$ cat config.mk
export PLATFORM = sky130hd
export DESIGN_NAME = i2d_ifq
export DESIGN_NICKNAME = d
export VERILOG_FILES = /design/src/rtl/i2d_ifq.sv
export SDC_FILE = /design/constraint.sdc
export NUM_CORES = 1
export LEC_CHECK = 0
export BUFFER_PORTS_ARGS = -buffer_cell sky130_fd_sc_hd__buf_2
export CORE_AREA = 2 2 154 156
export DETAILED_ROUTE_END_ITERATION = 10
export DIE_AREA = 0 0 156 158
export PLACE_DENSITY = 0.71
export SETUP_SLACK_MARGIN = 0.05
export SLEW_MARGIN = 20
export SYNTH_ARGS = -nofsm -noshare
export SYNTH_HDL_FRONTEND = slang
export SYNTH_SLANG_ARGS = --single-unit
$ cat constraint.sdc
create_clock -name clk -period 3.8 [get_ports clk]
set_input_delay 0.19 -clock clk [delete_from_list [all_inputs] [get_ports clk]]
set_output_delay 0.19 -clock clk [all_outputs]
set_load 0.1 [all_outputs]
$ cat src/rtl/i2d_ifq.sv
// +----------------------------------------------------------------------------+
// | Module      : i2d_ifq                                                        |
// | Description : Instruction fetch queue between fetch and decode. Buffers    |
// |               {err, pc, ins} beats, presents the oldest one show-ahead to  |
// |               decode and produces the fetch advance enable (if_dis).       |
// | Config      : define I2D_IFQ_BYPASS_EN to let a beat arriving at an empty  |
// |               queue reach decode in the same cycle.                        |
// | Revision    : 1.0  initial release                                         |
// +----------------------------------------------------------------------------+
`default_nettype none

`ifndef I2D_INS_NOP
`define I2D_INS_NOP 6'b010101
`endif

module i2d_ifq #(
   parameter int DEPTH = 4,
   parameter int AW    = 2
) (
   input  logic          clk,
   input  logic          rst,
   input  logic [31:0]   if_ins,
   input  logic [31:0]   if_pc,
   input  logic          if_valid,
   input  logic          if_err,
   output logic          if_dis,
   input  logic          flush,
   output logic [31:0]   id_ins,
   output logic [31:0]   id_pc,
   output logic          id_valid,
   output logic          id_err,
   input  logic          id_ready,
   output logic [AW:0]   ifq_cnt
);

   localparam logic [AW:0]  c_full   = (AW+1)'(DEPTH);
   localparam logic [31:0]  c_nop    = {`I2D_INS_NOP, 26'b0};

   // Entry layout: {err, pc[31:0], ins[31:0]}
   logic [64:0]    r_mem [DEPTH];
   logic [AW-1:0]  r_wr_ptr;
   logic [AW-1:0]  r_rd_ptr;
   logic [AW:0]    r_cnt;
   logic           r_err_hold;

   logic           w_push;
   logic           w_pop;
   logic           w_write;
   logic           w_rd_adv;
   logic           w_bypass;
   logic           w_head_valid;
   logic [64:0]    w_head;

   // Fetch may advance only when a slot is free, no error is pending and no
   // redirect is in progress. A full queue never accepts, even if decode pops
   // in the same cycle, so the enable does not depend on id_ready.
   assign if_dis = rst & (r_cnt != c_full) & ~r_err_hold & ~flush;

   assign w_push       = if_valid & if_dis & ~flush;
   assign w_head_valid = (r_cnt != '0);
   assign w_head       = r_mem[r_rd_ptr];

`ifdef I2D_IFQ_BYPASS_EN
   // A beat arriving at an empty queue is shown to decode directly; if decode
   // takes it in the same cycle it never occupies storage.
   assign w_bypass = w_push & ~w_head_valid;
   assign w_write  = w_push & ~(w_bypass & id_ready);
   assign w_rd_adv = w_pop & ~w_bypass;
`else
   assign w_bypass = 1'b0;
   assign w_write  = w_push;
   assign w_rd_adv = w_pop;
`endif

   assign id_valid = w_head_valid | w_bypass;
   assign w_pop    = id_valid & id_ready & ~flush;
   assign ifq_cnt  = r_cnt;

   // Decode-side view: stored head, bypassed fetch beat, or an idle NOP
   always_comb begin
      id_ins = c_nop;
      id_pc  = 32'h0;
      id_err = 1'b0;
      if (w_head_valid) begin
         id_ins = w_head[31:0];
         id_pc  = w_head[63:32];
         id_err = w_head[64];
      end else if (w_bypass) begin
         id_ins = if_ins;
         id_pc  = if_pc;
         id_err = if_err;
      end
   end

   // Entry storage; contents are only meaningful between the pointers
   always_ff @(posedge clk) begin
      if (w_write) begin
         r_mem[r_wr_ptr] <= {if_err, if_pc, if_ins};
      end
   end

   // Pointer, occupancy and error-stall bookkeeping; flush restarts the queue
   always_ff @(posedge clk or negedge rst) begin
      if (!rst) begin
         r_wr_ptr   <= '0;
         r_rd_ptr   <= '0;
         r_cnt      <= '0;
         r_err_hold <= 1'b0;
      end else if (flush) begin
         r_wr_ptr   <= '0;
         r_rd_ptr   <= '0;
         r_cnt      <= '0;
         r_err_hold <= 1'b0;
      end else begin
         if (w_write) begin
            r_wr_ptr <= r_wr_ptr + 1'b1;
         end
         if (w_rd_adv) begin
            r_rd_ptr <= r_rd_ptr + 1'b1;
         end
         if (w_write && !w_rd_adv) begin
            r_cnt <= r_cnt + 1'b1;
         end else if (!w_write && w_rd_adv) begin
            r_cnt <= r_cnt - 1'b1;
         end
         // An erroneous beat stalls fetch until the next redirect
         if (w_push && if_err) begin
            r_err_hold <= 1'b1;
         end
      end
   end

endmodule

`default_nettype wire

* Word-level counts from Yosys, hierarchy flattened
Memories as Yosys holds them, arrays and structs flattened. Cells that the tools add are included.
Operators by class: add/subtract/negate cells 4, eq/ne operators 1, muxes and demuxes 14, bitwise operators 9, reductions and logical operators 10
Operators by type and width (count):
- $mux 32 | 2
- $mux 3 | 3
- $mux 2 | 4
- $and 1x1->1 | 7
- $reduce_bool 2->1 | 3
- $reduce_bool 3->1 | 2
- $mux 1 | 5
- $add 2x1->2 const B | 2
- $add 3x1->3 const B | 1
- $logic_and 1x1->1 | 3
- $ne 3x3->1 const B | 1
- $sub 3x1->3 const B | 1
- $logic_not 1->1 | 2
- $not 1->1 | 2
Storage, ports and cells: flip-flop bits (word level) 8, bits in writable memories 260, output and inout bits 70, memories 1
Memory list:
- r_mem | words 4, bits a word 65, read ports 1, clocked after memory_dff 0, write ports 1, RTL line 40 | logic [64:0] r_mem [DEPTH];

* Depth between registers and ports, before layout
Gate-level depths: netlist of the first run.
depth after elaboration 11, mapped depth 8

* Least setup slack after synthesis of the first run
No wires, ideal clock.
path type reg2reg, start reg r_cnt[0] (netlist: ifq_cnt[0]), end reg r_cnt[2] (netlist: ifq_cnt[2]), setup time 0.125 ns, arrival 3.505 ns, setup slack 0.170 ns, stages on the path, launching flop included 9, period minus slack after synthesis 3.630 ns, cells stage by stage dfrtp_1 nor3_2 inv_2 clkbuf_1 a21oi_1 fa_1 nand2b_1 mux2_4 mux2_4
Between the ends: elaborated cells between the ends (all ways) 19, those cells by class 2 x add/sub; 1 x eq/ne; 3 x mux; 7 x bitwise; 6 x reduce/logical
RTL lines:
- start: declaration | RTL line 43 | logic [AW:0] r_cnt;
- start signal: assignment | RTL line 122 | r_cnt <= r_cnt + 1'b1;
- start signal: assignment | RTL line 124 | r_cnt <= r_cnt - 1'b1;
- $reduce_bool 3->1 * | RTL line 60 | assign w_head_valid = (r_cnt != '0);
- named net id_valid | RTL line 30 | output logic id_valid,
- $and 1x1->1 * (2 in series) | RTL line 76 | assign w_pop = id_valid & id_ready & ~flush;
- $logic_not 1->1 | RTL line 121 | if (w_write && !w_rd_adv) begin
- $logic_and 1x1->1 | RTL line 121
- $mux 3 | RTL line 121
- $mux 3 | RTL line 109 | end else if (flush) begin
Mark *: on every way through the listed nets, which the timed path passes. The rest lies on a longest branch. The select of a mux whose other input is x is not followed. A chain may end at the register's enable or synchronous reset.

* Worst setup path in the final report of the first run
start reg r_rd_ptr[0], end out id_pc[15]
Between the ends: cells in the longest elaborated chain, start to end 2
Ends and longest elaborated chain:
- start: declaration | RTL line 42 | logic [AW-1:0] r_rd_ptr;
- start signal: assignment | RTL line 119 | r_rd_ptr <= r_rd_ptr + 1'b1;
- $mem_v2 4x65
- $mux 32 | RTL line 84 | if (w_head_valid) begin
- end: declaration | RTL line 29 | output logic [31:0] id_pc,
Every way passes these cells.

==> qor.csv, run 1 <==
stage;metric;value;unit
critical_path;critical_path_arrival;2.66;ns
placed_design;placer_s_final_routability_congestion_estimate;0.700;
die;initial_core_util;0.450;
routing;routed-via-count;5159;
synthesis;dominant_register_cell_in_the_synthesized_netlist;edfxtp_1;
sta;final_setup_violations;0;
critical_path;worstSetupEndpointType;primary output;
sta;final-hold-violation-count;0;
sta;unrepaired_setup_endpoints_after_global_routing;no;
synthesis;synth-async-reset-ratio;0.0299;
clocking;clock_tree_from_tritoncts;done;
clocking;cts_root_buffer;clkbuf_16;
die;floorplan.io_pins;140;
die;chipWidth;156;microns
synthesis;yosysTopAreaCellShare;0.752;
synthesis;number_of_flops_mapped_to_enable_cells_by_yosys;260;
synthesis;syn-cell-area;10400;sq um
synthesis;synth.distinct_cells;30;
routing;drt_pre_antenna_iters;4;
layout;multi_input_area;2250;sq um
global_routing;maximum_number_of_pins_on_one_net_before_global_route_repair;67;
hold_path;hp-class;in2async;
layout;area_growth;24.8;%
routing;drt-initial-drc-count;235;
routing;drc_violations_left;0;
synthesis;synth.largest_area_cell;edfxtp_1;
critical_path;crit_path_top_delay_cell;dfrtp_4;
global_routing;global_route.usage.total;0.160;
placed_design;detailed_place_hpwl;10700;microns
synthesis;yosysMostFrequentCell;edfxtp_1;
die;die_area;24600;sq um
sta;slew_viol_final;0;
critical_path;cp.required;3.61;ns
layout;final_layout_size_suffix_gt1_frac;0.369;
critical_path;critPathMaxStageDelay;0.70;ns
layout;register_area;8020;sq um
sta;period_share;0.750;
clocking;cts-htree-levels;1;
synthesis;seq_area_frac_synth;0.771;
routing;finalWirelength;19500;microns
die;fp.dieH;158;microns
clocking;clk_pin_slew;0.06;ns
clocking;clk_latency;0.53;ns
sta;fmax;0.351;GHz
synthesis;yosys-top-cells-count;edfxtp_1 (260), mux4_2 (65), and2_1 (62), clkbuf_1 (12), nor2_1 (9);
clocking;postCtsSetupRepairBufs;0;
routing;route.detailed.wl_per_inst;19.6;microns
die;num_rows;56;
sta;max_slew.worst_pin.slew;1.05;ns
routing;vias_per_cell;5.19;
layout;fin_nets;758;
global_routing;antenna_found_initial;0;
synthesis;netlist_instances;468;
critical_path;worst-setup-path-type;reg2out;
run;max_cap_violations;0;
synthesis;postSynthRegisterBits;268;
clocking;tritoncts_num_sinks;268;
global_routing;grt_pass1_vias;5635;
critical_path;critical_path.cell_chain;buf_4, mux4_2, and2_1, buf_2;
critical_path;timing.critical_path.fanout_max;21;
die;core;23100;sq um
synthesis;synthTopCellsByArea;edfxtp_1 (75%), mux4_2 (14%), and2_1 (3.7%);
run_status;run_status;completed;
sta;timing.final.crit_period;2.85;ns
sta;worst_clock_skew;0.0116;ns
synthesis;average_footprint_of_a_synthesized_cell;22.2;sq um
sta;relSlewSlack;0.300;
global_routing;wire_length_of_the_first_global_routing_pass;30000;microns
routing;final_antenna_net_count;0;
synthesis;synth_fp_nets;543;
global_routing;globalRoute.totalOverflow;0;
critical_path;setup.worst_path.start_class;flop;
placed_design;io_buffer_count;139;
clocking;ctsLongestPathBuffers;3;
synthesis;yosysWarningCount;0;
layout;antennaDiodeCount;0;
layout;fillerInstances;1736;
clocking;cts-buffers-inserted;27;
sta;totalNegativeSetupSlack;0;ns
layer usage:
| layer | routed length (microns) | track usage |
|---|---|---|
| met5 | 0 | 0 |
| met4 | 408 | 0.0437 |
| met3 | 1020 | 0.0312 |
| met1 | 7720 | 0.191 |
| met2 | 10300 | 0.297 |
registers in the layout, indices dropped and copies added (netlist names):
| name | cells |
|---|---|
| r_rd_ptr | 2 |
| ifq_cnt | 3 |
| r_wr_ptr | 2 |
| r_mem | 260 |
| r_err_hold | 1 |
cell type report:
cell class,instances,share of cell area
clock buffer,32,0.0536
multi-input combinational,171,0.174
inverter,6,0.00174
clock inverter,18,0.0163
sequential,268,0.619
tap,290,0.0280
timing repair buffer,209,0.108
per-stage QoR:
stage | util | instances | worst slack [ns] | hold WS, ns | instance area [sq um]
floorplan | - | 468 | 0.170 | -0.106 | 10400
global placement | 0.494 | 877 | 1.47 | 0.0479 | 11400
detailed placement | 0.494 | 877 | 1.44 | 0.0598 | 11400
CTS | 0.562 | 994 | 0.875 | 0.0386 | 13000
global route | 0.562 | 994 | 0.774 | 0.0805 | 13000
finish | 0.562 | 994 | 0.949 | 0.0473 | 13000
cells by family after synthesis:
logic type | Yosys count | synth area share
AND/OR/NAND/NOR | 89 | 0.0539
XOR/XNOR | 3 | 0.00325
adder cells (fa/ha/maj) | 5 | 0.00675
multiplexers | 71 | 0.149
AO/OA/AOI/OAI | 3 | 0.00193
buffers and inverters | 29 | 0.0142
flip-flops | 268 | 0.771
worst paths after layout:
kind / slack (ns) / cells past startpoint / end / start
worst max-delay path: 0.95 / 4 / id_pc[15] / r_rd_ptr[0]$_DFFE_PN0P_
worst min-delay path: 0.05 / 2 / ifq_cnt[1]$_DFFE_PN0P_ / rst
worst max register to register: 1.44 / 7 / ifq_cnt[2]$_DFFE_PN0P_ / ifq_cnt[0]$_DFFE_PN0P_
worst min register to register: 0.53 / 1 / r_err_hold$_DFFE_PN0P_ / r_err_hold$_DFFE_PN0P_
max in group asynchronous: 3.54 / 2 / r_rd_ptr[0]$_DFFE_PN0P_ / rst
min in group clk: 0.09 / 4 / r_rd_ptr[1]$_DFFE_PN0P_ / id_ready
cells in the final DEF, fill, tap and decap left out, types with 2 or more instances in the layout:
master | synthesis | final
nor2_1 | 9 | 9
dfrtp_1 | 8 | 6
and2_1 | 62 | 62
ha_1 | 4 | 4
clkbuf_1 | 12 | 5
buf_2 | 7 | 139
dlygate4sd3_1 | 0 | 67
mux4_2 | 65 | 65
edfxtp_1 | 260 | 260
clkbuf_16 | 0 | 27
nand3_1 | 2 | 2
and3_4 | 0 | 4
buf_4 | 0 | 2
mux2_4 | 4 | 4
bufinv_16 | 0 | 5
nand2_1 | 2 | 2
xor2_1 | 2 | 2
clkinv_1 | 0 | 8
clkinv_2 | 0 | 3
inv_1 | 5 | 5
or2_1 | 3 | 3
dfrtp_4 | 0 | 2
repair_timing:
| action | 4_1_cts | 5_1_grt |
|---|---|---|
| endpoints found under the hold margin | 271 | 0 |
| hold buffers | 67 | 0 |
| gates resized for setup | 0 | 0 |
critical path: cells and delay by family (launching register included):
kind	cells	cell delay (ns)
muxes	1	0.56
DFF	1	0.70
buffers and inverters	2	0.69
and+or+nand+nor	1	0.18
Power of run 1 is not shown: default switching activity piles up to over one toggle a cycle in this logic, so the estimate is an artifact.
==> run 2, diff against run 1 <==
ABC_AREA = 1   (was unset)
CORE_AREA = 2 2 155 157   (was 2 2 154 156)
DIE_AREA = 0 0 157 159   (was 0 0 156 158)
PLACE_DENSITY = 0.74   (was 0.71)
clock period = 2.4 ns   (was 3.8 ns; I/O delays follow)
==> run 2 against run 1 <==
- critical path type unchanged
- cell count increased by 40%
- first-iteration DRC count increased by 91%
- critical endpoint is now id_ins[4]
- clock skew increased by 0.00076 ns
- non-clock buffer count increased by 27
- highest routed layer unchanged
==> qor.csv, run 2 <==
stage;metric;value;unit;change
routing;drt-initial-drc-count;450;;+91%
critical_path;worst-setup-path-type;reg2out;;
die;floorplan.io_pins;140;;unchanged
placed_design;dpl-instance-area;12600;sq um;+11%
critical_path;worstSetupEndpointType;primary output;;
synthesis;synth_fp_nets;910;;+68%
critical_path;path_buf_inv;2;;unchanged
synthesis;seq_area_frac_synth;0.757;;-0.0142
clocking;cts-buffers-inserted;27;;unchanged
synthesis;syn-cell-area;10600;sq um;+1.9%
sta;final_setup_violations;0;;unchanged
clocking;clk_latency;0.52;ns;about the same
routing;highest_routed_layer;met4;;
clocking;clock_tree_from_tritoncts;done;;
clocking;ctsLongestPathBuffers;3;;unchanged
sta;timing.final.crit_period;2.30;ns;
layout;layout.cells.most_common_list;nor2_1 (262), edfxtp_1 (260), o21ai_0 (79), buf_2 (74), dlygate4sd3_1 (70);;
synthesis;synthTopCellsByArea;edfxtp_1 (74%), nor2_1 (9.4%), o21ai_0 (3.8%);;
sta;fin_ws;0.0952;ns;-0.854 ns
synthesis;yosysMostFrequentCell;nor2_1;;
sta;worst_clock_skew;0.0124;ns;+0.000764 ns
global_routing;grt_pass1_vias;7406;;+31%
synthesis;yosys-top-cells-count;nor2_1 (266), edfxtp_1 (260), o21ai_0 (80), a21oi_1 (65), o21ai_1 (53);;
synthesis;synth.distinct_cells;23;;-23%
routing;finalWirelength;24900;microns;+28%
clocking;cts-htree-levels;1;;unchanged
critical_path;timing.critical_path.fanout_max;58;;+180%
synthesis;yosysWarningCount;0;;unchanged
layout;fin_nets;1126;;+49%
layout;largest_register_ffs;260;;unchanged
die;initial_core_util;0.456;;+0.00569
routing;drc_violations_left;0;;unchanged
layout;antennaDiodeCount;0;;unchanged
synthesis;synth-async-reset-ratio;0.0299;;unchanged
die;chipWidth;157;microns;+0.64%
sta;final-hold-violation-count;0;;unchanged
clocking;cts_root_buffer;clkbuf_16;;
die;fp.dieH;159;microns;+0.63%
routing;wirelength_met1;10000;microns;+30%
sta;period_share;0.960;;
critical_path;setup.worst_path.start_class;flop;;
hold_path;hp-class;in2reg;;
placed_design;io_buffer_count;139;;unchanged
layout;fillerInstances;1711;;-1.4%
clocking;tritoncts_num_sinks;268;;unchanged
critical_path;crit_path_top_delay_cell;dfrtp_4;;
run;max_cap_violations;0;;unchanged
synthesis;postSynthRegisterBits;268;;unchanged
routing;routed-via-count;7101;;+38%
sta;relSlewSlack;0.673;;+0.373
routing;final_antenna_net_count;0;;unchanged
placed_design;post-place-ws;0.348;ns;-1.09 ns
layout;layout.cells.most_common;nor2_1;;
layout;final_layout_size_suffix_gt1_frac;0.268;;-0.101
sta;max_slew.worst_pin.slew;0.494;ns;-0.556 ns
critical_path;critical_path_arrival;2.18;ns;-0.48 ns
die;num_rows;56;;unchanged
synthesis;netlist_instances;835;;+78%
global_routing;wire_length_of_the_first_global_routing_pass;38500;microns;+28%
routing;drt_pre_antenna_iters;5;;+1
synthesis;average_footprint_of_a_synthesized_cell;12.7;sq um;-43%
clocking;clk_pin_slew;0.06;ns;about the same
die;die_area;25000;sq um;+1.3%
critical_path;critPathMaxStageDelay;0.49;ns;-0.21 ns
die;core;23200;sq um;+0.61%
routing;routed-wl-met3;1270;microns;+25%
sta;unrepaired_setup_endpoints_after_global_routing;yes;;
synthesis;dominant_register_cell_in_the_synthesized_netlist;edfxtp_1;;
critical_path;cpLargestDelayFamily;buffers and inverters;;
run_status;run_status;completed;;
layout;postLayoutCellArea;14400;sq um;+11%
sta;slew_viol_final;0;;unchanged
critical_path;cp.required;2.28;ns;-1.33 ns
critical_path;critical_path.cell_chain;buf_12, nor2_1, nor2_1, o21ai_0, a21oi_4, buf_6;;
routing;vias_per_cell;5.11;;-1.6%
routing;route.met2.wl;13000;microns;+26%
global_routing;antenna_found_initial;0;;unchanged
sta;fmax;0.434;GHz;
placed_design;detailed_place_hpwl;13900;microns;+30%
layout;area_growth;36.1;%;
routing;route.detailed.wl_per_inst;17.9;microns;-8.5%
synthesis;number_of_flops_mapped_to_enable_cells_by_yosys;260;;unchanged
synthesis;yosysTopAreaCellShare;0.738;;-0.0139
global_routing;global_route.usage.total;0.197;;+0.0375
global_routing;maximum_number_of_pins_on_one_net_before_global_route_repair;61;;-9.0%
synthesis;synth.largest_area_cell;edfxtp_1;;
critical_path;critPathMostFrequentCell;nor2_1;;
layout;max_flop_register;r_mem;;
placed_design;placer_s_final_routability_congestion_estimate;0.787;;+12%
global_routing;globalRoute.totalOverflow;0;;unchanged
[run 2: worst paths after layout]
check | from | endpoint | slack [ns] | cells after the start
max in group asynchronous | rst | ifq_cnt[0]$_DFFE_PN0P_ | 1.42 | 3
min in group asynchronous | rst | r_rd_ptr[0]$_DFFE_PN0P_ | 0.65 | 3
max reg2reg | ifq_cnt[2]$_DFFE_PN0P_ | ifq_cnt[2]$_DFFE_PN0P_ | 0.37 | 12
min reg2reg | r_err_hold$_DFFE_PN0P_ | r_err_hold$_DFFE_PN0P_ | 0.56 | 2
min | if_pc[20] | r_mem[0][52]$_DFFE_PP_ | 0.34 | 2
max | r_rd_ptr[0]$_DFFE_PN0P_ | id_ins[4] | 0.1 | 6
[run 2: logic make-up after synthesis]
logic type	Yosys count	synth area share
XOR/XNOR	1	0.000828
AO/OA/AOI/OAI	201	0.0962
AND/OR/NAND/NOR	293	0.107
flip-flops	268	0.757
adder cells (fa/ha/maj)	5	0.00662
buffers and inverters	67	0.0324
[run 2: cell type report]
type	count	area (sq um)	area share
clock inverters	12	80.1	0.00556
flip-flops and latches	268	8020	0.557
inverters	18	91.3	0.00634
multi-input cells	500	2940	0.205
clock buffers	37	723	0.0502
repair buffers	236	2130	0.148
well taps	319	399	0.0277
[run 2: per-stage QoR]
stage               std cells   util  setup TNS [ns]  hold WS [ns]
finish                   1390  0.621               0         0.340
global route             1390  0.621         -0.0243         0.339
CTS                      1390  0.618               0         0.317
detailed placement       1269  0.545               0       0.00928
global placement         1269  0.545               0       0.00637
floorplan                 835      -           -2.05        -0.176
[run 2: per-layer routing]
metal / track usage / vias to the layer above
met2: 0.366 / 207
li1: - / 3393
met4: 0.0630 / 0
met1: 0.232 / 3458
met3: 0.0318 / 43
met5: 0 / -
[run 2: repair_timing]
action                     CTS  global route
buffers inserted             1             0
hold endpoints to repair   275             0
gates resized for setup     56            23
setup endpoints to repair   62            33
hold buffers                70             0
gates cloned                 1             0
Power of run 2 is left out for the same reason.
==> run 3, diff against run 2 <==
CORE_AREA = 2 2 146 148   (was 2 2 155 157)
DIE_AREA = 0 0 148 150   (was 0 0 157 159)
MAX_ROUTING_LAYER = met4   (was unset)
PLACE_DENSITY = 0.81   (was 0.74)
==> run 3 against run 2 <==
- first-iteration DRC count grew 20%
- critical endpoint is now id_pc[26]
- clock-buffer cell count shrank 5
- sequential share of layout area shrank 0.67 points
- routed wire length grew 0.50%
==> qor.csv, run 3 (synthesis results as in run 2) <==
stage;metric;value;unit;change
sta;fmax;0.434;GHz;about the same
layout;fin_nets;1127;;+0.089%
clocking;clk_pin_slew;0.06;ns;about the same
clocking;cts-htree-levels;1;;unchanged
layout;layout.cells.most_common_list;nor2_1 (262), edfxtp_1 (260), o21ai_0 (79), buf_2 (74), dlygate4sd3_1 (70);;
sta;final_setup_violations;0;;unchanged
critical_path;timing.critical_path.fanout_max;43;;-26%
routing;routed-via-count;7232;;+1.8%
run;max_cap_violations;0;;unchanged
global_routing;wire_length_of_the_first_global_routing_pass;38300;microns;-0.61%
layout;multi_input_area;2940;sq um;unchanged
global_routing;global_route.usage.total;0.228;;+0.0303
routing;drt_pre_antenna_iters;5;;unchanged
sta;relSlewSlack;0.673;;about the same
layout;final_layout_size_suffix_gt1_frac;0.273;;+0.00467
sta;final-hold-violation-count;0;;unchanged
routing;drt-initial-drc-count;541;;+20%
clocking;ctsLongestPathBuffers;3;;unchanged
clocking;tritoncts_num_sinks;268;;unchanged
layout;max_flop_register;r_mem;;
clocking;cts_root_buffer;clkbuf_16;;
critical_path;cp.required;2.28;ns;about the same
layout;largest_register_ffs;260;;unchanged
hold_path;hp-class;in2reg;;
global_routing;grt_pass1_vias;7454;;+0.65%
run_status;run_status;completed;;
clocking;clk_latency;0.51;ns;about the same
sta;slew_viol_final;0;;unchanged
layout;fillerInstances;1311;;-23%
critical_path;critical_path_arrival;2.18;ns;about the same
routing;finalWirelength;25000;microns;+0.50%
critical_path;worstSetupEndpointType;primary output;;
die;die_area;22200;sq um;-11%
routing;route.detailed.wl_per_inst;18.6;microns;+3.6%
layout;final_util;0.704;;+0.0835
die;initial_core_util;0.511;;+0.0552
routing;drc_violations_left;0;;unchanged
routing;vias_per_cell;5.36;;+5.0%
die;floorplan.io_pins;140;;unchanged
clocking;clock_tree_from_tritoncts;done;;
die;chipWidth;148;microns;-5.7%
placed_design;placer_s_final_routability_congestion_estimate;0.763;;-3.0%
routing;final_antenna_net_count;0;;unchanged
placed_design;detailed_place_hpwl;14000;microns;+1.3%
sta;max_slew.worst_pin.slew;0.495;ns;+0.000417 ns
global_routing;antenna_found_initial;2;;+2
die;fp.dieH;150;microns;-5.7%
global_routing;maximum_number_of_pins_on_one_net_before_global_route_repair;51;;-16%
sta;timing.final.crit_period;2.30;ns;-0.000218 ns
sta;period_share;0.960;;about the same
die;core;20700;sq um;-11%
placed_design;io_buffer_count;139;;unchanged
die;num_rows;53;;-5.4%
critical_path;worst-setup-path-type;reg2out;;
layout;layout.cells.most_common;nor2_1;;
layout;area_growth;37.7;%;
global_routing;globalRoute.totalOverflow;0;;unchanged
layout;register_area;8020;sq um;unchanged
sta;worst_clock_skew;0.00638;ns;-0.00598 ns
sta;unrepaired_setup_endpoints_after_global_routing;yes;;
critical_path;setup.worst_path.start_class;flop;;
clocking;cts-buffers-inserted;26;;-3.7%
[run 3: cell types whose count changed in the layout (fill, tap and decap cells not counted), sizes merged]
cell      previous run  this run
clkbuf              42        34
diode                0         2
clkinvlp             1         2
bufinv               1         2
bufbuf               1         0
inv                 18        19
clkinv              10        11
buf                160       165
[run 3: area by class of cell]
type                       instances  share of cell area
timing repair inverter             1            0.000601
inverter                          18             0.00584
timing repair buffer             237               0.160
antenna                            2            0.000343
multi-input combinational        500               0.202
tap                              275              0.0236
sequential                       268               0.551
clock inverter                    15             0.00876
clock buffer                      32              0.0477
[run 3: final timing paths]
check / cells after the start / slack [ns] / to / from
max: 6 / 0.1 / id_pc[26] / r_rd_ptr[0]$_DFFE_PN0P_
min: 4 / 0.04 / ifq_cnt[2]$_DFFE_PN0P_ / if_valid
max reg2reg: 13 / 0.41 / ifq_cnt[2]$_DFFE_PN0P_ / ifq_cnt[0]$_DFFE_PN0P_
min reg2reg: 2 / 0.63 / ifq_cnt[2]$_DFFE_PN0P_ / ifq_cnt[2]$_DFFE_PN0P_
max in group asynchronous: 3 / 1.42 / r_rd_ptr[0]$_DFFE_PN0P_ / rst
min in group asynchronous: 3 / 0.65 / r_err_hold$_DFFE_PN0P_ / rst
[run 3: timing repair]
item	4_1_cts	5_1_grt
gates resized for setup	44	10
gates cloned	0	2
pin swaps	0	0
endpoints found under the hold margin	274	0
setup endpoints to repair	42	37
hold buffers	70	0
buffers inserted	0	1
[run 3: layer usage]
layer,wire (microns),GRT usage
met5,0,-
met4,493,0.0562
met3,1500,0.0378
met2,13400,0.409
met1,9670,0.269
[run 3: stage by stage]
stage          worst slack, ns  TNS (ns)  area [sq um]  hold WS, ns  instances
3_5_place_dp             0.372         0         12800     -0.00135       1226
5_1_grt                 0.0328         0         14600       0.0518       1348
6_report                0.0954         0         14600       0.0380       1348
3_3_place_gp             0.429         0         12800     -0.00418       1226
4_1_cts                 0.0142         0         14500       0.0203       1343
2_1_floorplan          -0.0578     -2.05         11300       -0.176        835
[run 3: worst max-delay path: stages, from the launching register on]
cell and delay (ns):
dfrtp_4 0.54, buf_8 0.30, nor2_1 0.09, nor2_1 0.12, o21ai_1 0.13, a21oi_4 0.17, buf_4 0.31
Power of run 3 is left out for the same reason.
